`src/rtl/rns_to_int_mrc.sv`:
```
`default_nettype none
// ============================================================================
//  Module     : rns_to_int_mrc
//  Description: Iterative mixed-radix reverse converter from a packed
//               4-modulus RNS word {r4,r3,r2,r1} to a 32-bit integer, one
//               mixed-radix digit per cycle, valid/ready on both sides.
//               Optional macro RNS_RANGE_CHECK_EN adds residue range checks
//               and drives out_err.
//  Revision   : 1.0 - initial release
// ============================================================================
module rns_to_int_mrc #(
   parameter int unsigned M1         = 233,
   parameter int unsigned M2         = 239,
   parameter int unsigned M3         = 241,
   parameter int unsigned M4         = 251,
   parameter bit          SIGNED_OUT = 1'b0
) (
   input  logic        clk,
   input  logic        reset,
   input  logic        in_valid,
   output logic        in_ready,
   input  logic [31:0] x,
   output logic        out_valid,
   input  logic        out_ready,
   output logic [31:0] y,
   output logic        out_err
);

   // Smallest i with a*i == 1 (mod m); evaluated at elaboration only.
   function automatic int unsigned mod_inv(input int unsigned a, input int unsigned m);
      int unsigned r;
      r = 0;
      for (int unsigned i = 1; i < m; i++) begin
         if ((r == 0) && ((((a % m) * i) % m) == 32'd1)) r = i;
      end
      return r;
   endfunction

   localparam int unsigned C_INV2 = mod_inv(M1, M2);
   localparam int unsigned C_INV3 = mod_inv(M1 * M2, M3);
   localparam int unsigned C_INV4 = mod_inv(M1 * M2 * M3, M4);
   localparam logic [31:0] C_W2   = 32'(M1);
   localparam logic [31:0] C_W3   = 32'(M1 * M2);
   localparam logic [31:0] C_W4   = 32'(M1 * M2 * M3);
   localparam logic [63:0] C_M    = 64'(M1) * 64'(M2) * 64'(M3) * 64'(M4);
   localparam logic [31:0] C_M32  = 32'(C_M);
   localparam logic [31:0] C_HALF = 32'((C_M - 64'd1) / 64'd2);

   // Mixed-radix digit: ((r - X mod m) * inv) mod m, with m added first so
   // the difference never goes negative.
   function automatic logic [7:0] digit(input logic [7:0] r, input logic [31:0] xv,
                                        input int unsigned m, input int unsigned inv);
      logic [8:0]  diff;
      logic [7:0]  d;
      logic [15:0] p;
      diff = 9'(r) + 9'(m) - 9'(xv % m);
      d    = 8'(diff % 9'(m));
      p    = 16'(d) * 16'(inv);
      return 8'(p % 16'(m));
   endfunction

   typedef enum logic [2:0] {
      S_IDLE = 3'd0,
      S_D2   = 3'd1,
      S_D3   = 3'd2,
      S_D4   = 3'd3,
      S_DONE = 3'd4
   } state_t;

   state_t      r_state, w_state_nxt;
   logic [7:0]  r_r2, r_r3, r_r4;
   logic [31:0] r_x, r_y;
   logic        r_err, r_out_err;
   logic [7:0]  w_l1, w_l2, w_l3, w_l4;
   logic        w_err;
   logic [7:0]  w_a2, w_a3, w_a4;
   logic [31:0] w_xfin, w_yfin;

`ifdef RNS_RANGE_CHECK_EN
   // Flag non-canonical residues and reduce them so conversion still runs.
   assign w_err = (x[7:0]   >= 8'(M1)) | (x[15:8]  >= 8'(M2)) |
                  (x[23:16] >= 8'(M3)) | (x[31:24] >= 8'(M4));
   assign w_l1  = x[7:0]   % 8'(M1);
   assign w_l2  = x[15:8]  % 8'(M2);
   assign w_l3  = x[23:16] % 8'(M3);
   assign w_l4  = x[31:24] % 8'(M4);
`else
   assign w_err = 1'b0;
   assign w_l1  = x[7:0];
   assign w_l2  = x[15:8];
   assign w_l3  = x[23:16];
   assign w_l4  = x[31:24];
`endif

   assign w_a2   = digit(r_r2, r_x, M2, C_INV2);
   assign w_a3   = digit(r_r3, r_x, M3, C_INV3);
   assign w_a4   = digit(r_r4, r_x, M4, C_INV4);
   assign w_xfin = r_x + 32'(w_a4) * C_W4;
   assign w_yfin = (SIGNED_OUT && (w_xfin > C_HALF)) ? (w_xfin - C_M32) : w_xfin;

   assign y       = r_y;
   assign out_err = r_out_err;

   // State register.
   always_ff @(posedge clk) begin
      if (reset) r_state <= S_IDLE;
      else       r_state <= w_state_nxt;
   end

   // Next-state and handshake outputs.
   always_comb begin
      w_state_nxt = r_state;
      in_ready    = 1'b0;
      out_valid   = 1'b0;
      case (r_state)
         S_IDLE: begin
            in_ready = 1'b1;
            if (in_valid) w_state_nxt = S_D2;
         end
         S_D2:   w_state_nxt = S_D3;
         S_D3:   w_state_nxt = S_D4;
         S_D4:   w_state_nxt = S_DONE;
         S_DONE: begin
            out_valid = 1'b1;
            if (out_ready) w_state_nxt = S_IDLE;
         end
         default: w_state_nxt = S_IDLE;
      endcase
   end

   // Residue latch, running X accumulation and result register.
   always_ff @(posedge clk) begin
      if (reset) begin
         r_r2      <= '0;
         r_r3      <= '0;
         r_r4      <= '0;
         r_x       <= '0;
         r_y       <= '0;
         r_err     <= 1'b0;
         r_out_err <= 1'b0;
      end else begin
         case (r_state)
            S_IDLE: if (in_valid) begin
               r_r2  <= w_l2;
               r_r3  <= w_l3;
               r_r4  <= w_l4;
               r_x   <= {24'd0, w_l1};
               r_err <= w_err;
            end
            S_D2: r_x <= r_x + 32'(w_a2) * C_W2;
            S_D3: r_x <= r_x + 32'(w_a3) * C_W3;
            S_D4: begin
               r_x       <= w_xfin;
               r_y       <= w_yfin;
               r_out_err <= r_err;
            end
            default: ;
         endcase
      end
   end

endmodule
`default_nettype wire
```
`config.mk`:
```
export PLATFORM = sky130hd
export DESIGN_NAME = rns_to_int_mrc
export DESIGN_NICKNAME = d
export VERILOG_FILES = /design/src/rtl/rns_to_int_mrc.sv
export SDC_FILE = /design/constraint.sdc
export NUM_CORES = 2
export LEC_CHECK = 0
export BUFFER_PORTS_ARGS = -buffer_cell sky130_fd_sc_hd__buf_2
export CORE_ASPECT_RATIO = 0.6
export CORE_MARGIN = 2
export CORE_UTILIZATION = 50
export CTS_CLUSTER_SIZE = 25
export DETAILED_ROUTE_END_ITERATION = 8
export GPL_TIMING_DRIVEN = 0
export PLACE_DENSITY = 0.66
export SKIP_LAST_GASP = 1
export SYNTH_ARGS = -nofsm -noshare
export SYNTH_HDL_FRONTEND = slang
export SYNTH_SLANG_ARGS = --single-unit
export TNS_END_PERCENT = 10
```
`constraint.sdc`:
```
create_clock -name clk -period 55.8 [get_ports clk]
set_input_delay 11.16 -clock clk [delete_from_list [all_inputs] [get_ports clk]]
set_output_delay 11.16 -clock clk [all_outputs]
set_load 0.05 [all_outputs]
```
# After elaboration in Yosys (flattened, before gate mapping)
# Cells that the tools add are included.
# op_classes
n_mul	6
n_eq_ne	6
n_addsub	9
n_reduce_logical	5
mux	7
n_div	9
# op_table
op	count
32-bit case mux with 4 select lines	1
32-bit by 8-bit remainder unit with 32-bit output (second input constant)	3
32-bit by 16-bit adder with 32-bit output	1
32-bit by 24-bit adder with 32-bit output	1
32-bit adder	1
16-bit by 8-bit remainder unit with 16-bit output (second input constant)	2
8-bit by 24-bit multiplier with 32-bit output (second input constant)	1
8-bit by 8-bit multiplier with 16-bit output (second input constant)	2
32-bit two-way mux	1
8-bit by 7-bit multiplier with 15-bit output (second input constant)	2
8-bit by 8-bit adder with 9-bit output (second input constant)	3
9-bit by 8-bit remainder unit with 9-bit output (second input constant)	3
9-bit subtractor	3
8-bit by 16-bit multiplier with 24-bit output (second input constant)	1
15-bit by 8-bit remainder unit with 16-bit output (second input constant)	1
3-bit case mux with 5 select lines	1
3-bit by 2-bit equality test with 1-bit output (second input constant)	2
3-bit two-way mux	2
2-bit AND reduction	3
2-bit inequality test (second input constant)	2
4-bit nonzero test	1
3-bit by 1-bit equality test with 1-bit output (second input constant)	1
3-bit equality test (second input constant)	1
3-bit zero test	1
1-bit two-way mux	2
# totals
in_bits	36
ff_bits	91
output_inout_bits	35

# Logic depth before layout (Yosys ltp)
# logic_depth
depth_word	8
depth_mapped	233
ltp_nobuf	213

# Worst setup path after synthesis
# OpenSTA, ideal clock, no wires.
# synth_path
kind	register to register
startpoint	register r_x[31]
endpoint	register r_x[29]
required_time_ps	55668
path_stages_with_launch	219
arrival_ps	46309
setup_slack_ps	9359
period_less_slack_ps	46441
cell_sequence	dfxtp_1 buf_6 buf_4 buf_6 and3_1 a31oi_1 nand2_1 nor2_1 xnor2_1 or2_2 clkbuf_1 a31o_2 xnor2_1 o311ai_1 a31o_2 buf_4 maj3_1 a21oi_1 [183 not listed] o21bai_1 a21oi_1 o21bai_1 a21oi_1 o21bai_1 a21oi_1 o21bai_1 a21oi_1 nor2_1 nand3_1 nor2_1 nand2_1 nor2_1 a21oi_1 nor2_1 a21oi_1 a21oi_1 a21oi_1
# synth_via
elab_chain_cells	8
word_cells_on_any_way	22
cone_classes	6 x add/sub; 6 x mul; 9 x div; 1 x mux
# synth_lines
element	line	source
start: declaration	72	logic [31:0] r_x, r_y;
start signal: assignment	147	r_x <= {24'd0, w_l1};
start signal: assignment	150	S_D2: r_x <= r_x + 32'(w_a2) * C_W2;
start signal: assignment	151	S_D3: r_x <= r_x + 32'(w_a3) * C_W3;
32-bit by 8-bit remainder unit with 32-bit output	56	diff = 9'(r) + 9'(m) - 9'(xv % m);
9-bit subtractor	56	
9-bit by 8-bit remainder unit with 9-bit output	57	d = 8'(diff % 9'(m));
8-bit by 7-bit multiplier with 15-bit output / 8-bit by 8-bit multiplier with 16-bit output (equally long branches)	58	p = 16'(d) * 16'(inv);
16-bit by 8-bit remainder unit with 16-bit output / 15-bit by 8-bit remainder unit with 16-bit output (equally long branches)	59	return 8'(p % 16'(m));
8-bit by 16-bit multiplier with 24-bit output (tied with other cells)	151	
32-bit by 24-bit adder with 32-bit output (tied with other cells)	151	
32-bit case mux with 4 select lines (*)	142	case (r_state)
# Every way passes the cells marked *; elsewhere a longest branch is shown, timed or not.
# A chain may end at the register's enable or synchronous reset.

# Final worst setup path
# layout_path
startpoint	register r_x[24]
endpoint	register r_x[30]
# The elaborated chain is that of the path after synthesis.

==> impl_metrics.py <==
metrics = {
    "run_status": {
        "status": "finished, violations left",
        "violations": "max-capacitance violations",
    },
    "yosys": {
        "synth.most_common_cell": "nand2_1",
        "synth.area.top_cells": "ha_1 11%, xnor2_1 7.2%, fa_1 6.8%, a21oi_1 5.3%, nand2_1 4.7%",
        "ys.flop_type": "dfxtp_1",
        "syn-cell-area_sq_mm": 0.0448,
        "synth_cell_types": 153,
        "synthCells": 6284,
        "yosysSeqAreaShare_pct": 4.06,
        "yosys.area.top_type_share_pct": 11.3,
        "yosys.area.top_type": "ha_1",
        "yosysWarnings": 0,
        "ys_ff_latch": 91,
        "synth_edf_count": 0,
        "synth_fp_nets": 6878,
        "ys_async_sr_fraction_pct": 0,
        "syn_avg_cell_area_sq_um": 7.14,
        "synthTopCellsByCount": "564 x nand2_1, 563 x inv_1, 475 x a21oi_1",
    },
    "drt": {
        "totalWireLength_microns": 154000,
        "dr.pass1.iters": 6,
        "wl_per_cell_microns": 20.4,
        "drt_iter0_markers": 6027,
        "route.detailed.drc": 0,
        "ant_nets": 0,
        "vias": 49220,
        "drt-vias-per-instance": 6.52,
    },
    "critical_path": {
        "reg2reg_depth": 182,
        "cp_common_cell": "a21oi_1",
        "crit_family": "compound AO/OA/AOI/OAI gates",
        "r2r_slack_ps": 3490,
        "worstPathMaxFanout": 11,
        "endpoint_kind": "register",
        "slowest_stage": "a2111oi_0",
        "path_class": "register to register",
        "r2r_start": "r_x[24]$_SDFFE_PP0P_",
        "critPathRequiredTime_ps": 56050,
        "slowest_delay_ps": 1280,
        "timing.rr.end": "r_x[30]$_SDFFE_PP0P_",
        "arrival_ps": 52560,
        "critPathLaunchType": "register",
        "critPathBufInv": 12,
    },
    "finish": {
        "syn2layout_area_growth_pct": 5.90,
        "final_cell_count_no_fill": 7552,
        "final_util_pct": 53.2,
        "drive_gt1_share_pct": 7.89,
        "fillers": 8817,
        "fin_nets": 6967,
        "diodes": 0,
        "final_cell_area_sq_mm": 0.0475,
    },
    "cts": {
        "clk_latency_ps": 400,
        "path_clk_slew_ps": 90,
        "cts_made_buffers": 9,
        "clk_path_buf_depth": 2,
        "root_buffer": "clkbuf_16",
        "cts_tree": "built",
        "cts_sinks": 91,
        "htree_levels": 3,
        "holdBufCountCts": 0,
    },
    "placed_design": {
        "port_buffers": 68,
        "dpl_cell_area_sq_mm": 0.0467,
        "dp_hpwl_microns": 127000,
        "dp.cells": 7530,
        "place.gp.congestion": 1.02,
    },
    "timing": {
        "relSlewSlack_pct": 2.95,
        "post-route-period-util_pct": 93.7,
        "setup_viol_count_final": 0,
        "tightest_slew_ps": 1420,
        "finalHoldViolCount": 0,
        "setup_tns_ps": 0,
        "fmax_mhz": 19.1,
        "slew_violations": 0,
        "finalClockSkew_ps": 15.8,
        "period_minus_slack_ps": 52310,
    },
    "worst_hold_path": {
        "min_from": "y[28]$_SDFFE_PP0P_",
        "hold_path_end": "y[28]$_SDFFE_PP0P_",
        "hold_path_class": "register to register",
        "min_delay_path_depth": 2,
    },
    "floorplan": {
        "die-area_sq_mm": 0.0922,
        "fp.dieH_microns": 236,
        "die_w_microns": 391,
        "pin_count": 71,
        "placementRows": 85,
        "initial_utilization_pct": 50.3,
        "core-area_sq_mm": 0.0892,
    },
    "run": {
        "drv_cap": 1,
    },
    "grt": {
        "grt_pass1_vias": 42451,
        "grt_max_degree": 20,
        "overflow": 0,
        "grtUsageTotal_pct": 31.8,
        "grt_pass1_wl_microns": 240000,
        "antenna_found_initial": 1,
    },
}
[worst max-delay path by stage]
stage	slack (ps)	cells after the start	to	start
3_5_place_dp	-800	212	r_x[29]$_SDFFE_PP0P_	r_x[24]$_SDFFE_PP0P_
4_1_cts	60	221	r_x[29]$_SDFFE_PP0P_	r_x[23]$_SDFFE_PP0P_
6_report	3490	182	r_x[30]$_SDFFE_PP0P_	r_x[24]$_SDFFE_PP0P_
2_1_floorplan	9360	218	r_x[29]$_SDFFE_PP0P_	r_x[31]$_SDFFE_PP0P_
3_3_place_gp	60	215	r_x[29]$_SDFFE_PP0P_	r_x[24]$_SDFFE_PP0P_
5_1_grt	-60	223	r_x[29]$_SDFFE_PP0P_	r_x[24]$_SDFFE_PP0P_
[cell type report]
class	instances	area (sq um)	area share (%)
Multi-Input combinational cell	5382	40300	84.9
Inverter	576	2160	4.55
Sequential cell	91	1820	3.84
Tap cell	1174	1470	3.09
Buffer	235	996	2.10
Timing Repair Buffer	78	444	0.935
Clock buffer	9	225	0.474
Clock inverter	7	73.8	0.155
[tightest hold or removal path, cell delays in order, from the launching register on]
cell and delay [ps]:
dfxtp_1 320, nand2_1 50, a21oi_1 50
[metrics by stage]
| step | hold WS, ps | worst slack [ps] |
|---|---|---|
| after global routing | 476 | -62.2 |
| after floorplan | 436 | 9360 |
| final | 459 | 3490 |
| after detailed placement | 447 | -802 |
| after CTS | 460 | 62.6 |
| after global placement | 443 | 58.6 |
[what timing repair did]
item / 4_1_cts / 5_1_grt
buffers inserted: 0 / 6
setup endpoints to repair: 14 / 32
gates resized for setup: 8 / 65
pin swaps: 0 / 5
[routing by layer]
layer	vias up	part of all wire [%]	track usage (%)
met1	23240	51	54.1
met4	2	0.95	3.62
met3	101	13	7.93
met2	2473	35	38.7
li1	23404	-	-
met5	-	0.0085	0
[cells by family (layout without fill, tap and decap cells)]
family,after synthesis,in the layout,share of synthesized area (%)
AND/OR/NAND/NOR,2048,2048,22.7
flip-flops,91,91,4.06
XOR/XNOR,488,488,9.71
multiplexers,192,192,4.58
adder cells (fa/ha/maj),592,592,18.9
buffers and inverters,811,905,7.03
AO/OA/AOI/OAI,2061,2061,33.0
other,1,1,0.00836
[cells in the final DEF (no fill, tap or decap), types with 44 or more instances in the layout]
master,synthesis,final
a21o_1,79,79
o21bai_1,89,89
nor2b_1,59,58
o21ai_1,53,52
mux2_2,66,66
nor4_1,48,44
buf_2,33,101
o21ai_0,267,265
and2_1,101,101
nor2_1,466,464
inv_1,563,563
fa_1,152,152
nand4_1,56,56
o211ai_1,70,70
a21oi_1,475,474
o31ai_1,75,72
xor2_1,111,108
nand2_1,564,564
nand2b_1,71,71
xnor2_1,367,353
nor3_1,162,160
a31oi_1,99,95
or3_1,73,73
and3_1,83,83
ha_1,406,406
nand3_1,155,155
o21a_1,65,65
dfxtp_1,91,90
or2_2,52,52
clkbuf_1,175,172
a211oi_1,67,63
mux2i_1,116,115
[flip-flops by register name (all words and copies together), names as in the netlist]
signal and cells:
r_x 32, r_r4 8, y 32, r_r3 8
r_state 3, r_r2 8
Power is not shown: default switching activity piles up to over one toggle a cycle in this logic, so the estimate is an artifact.
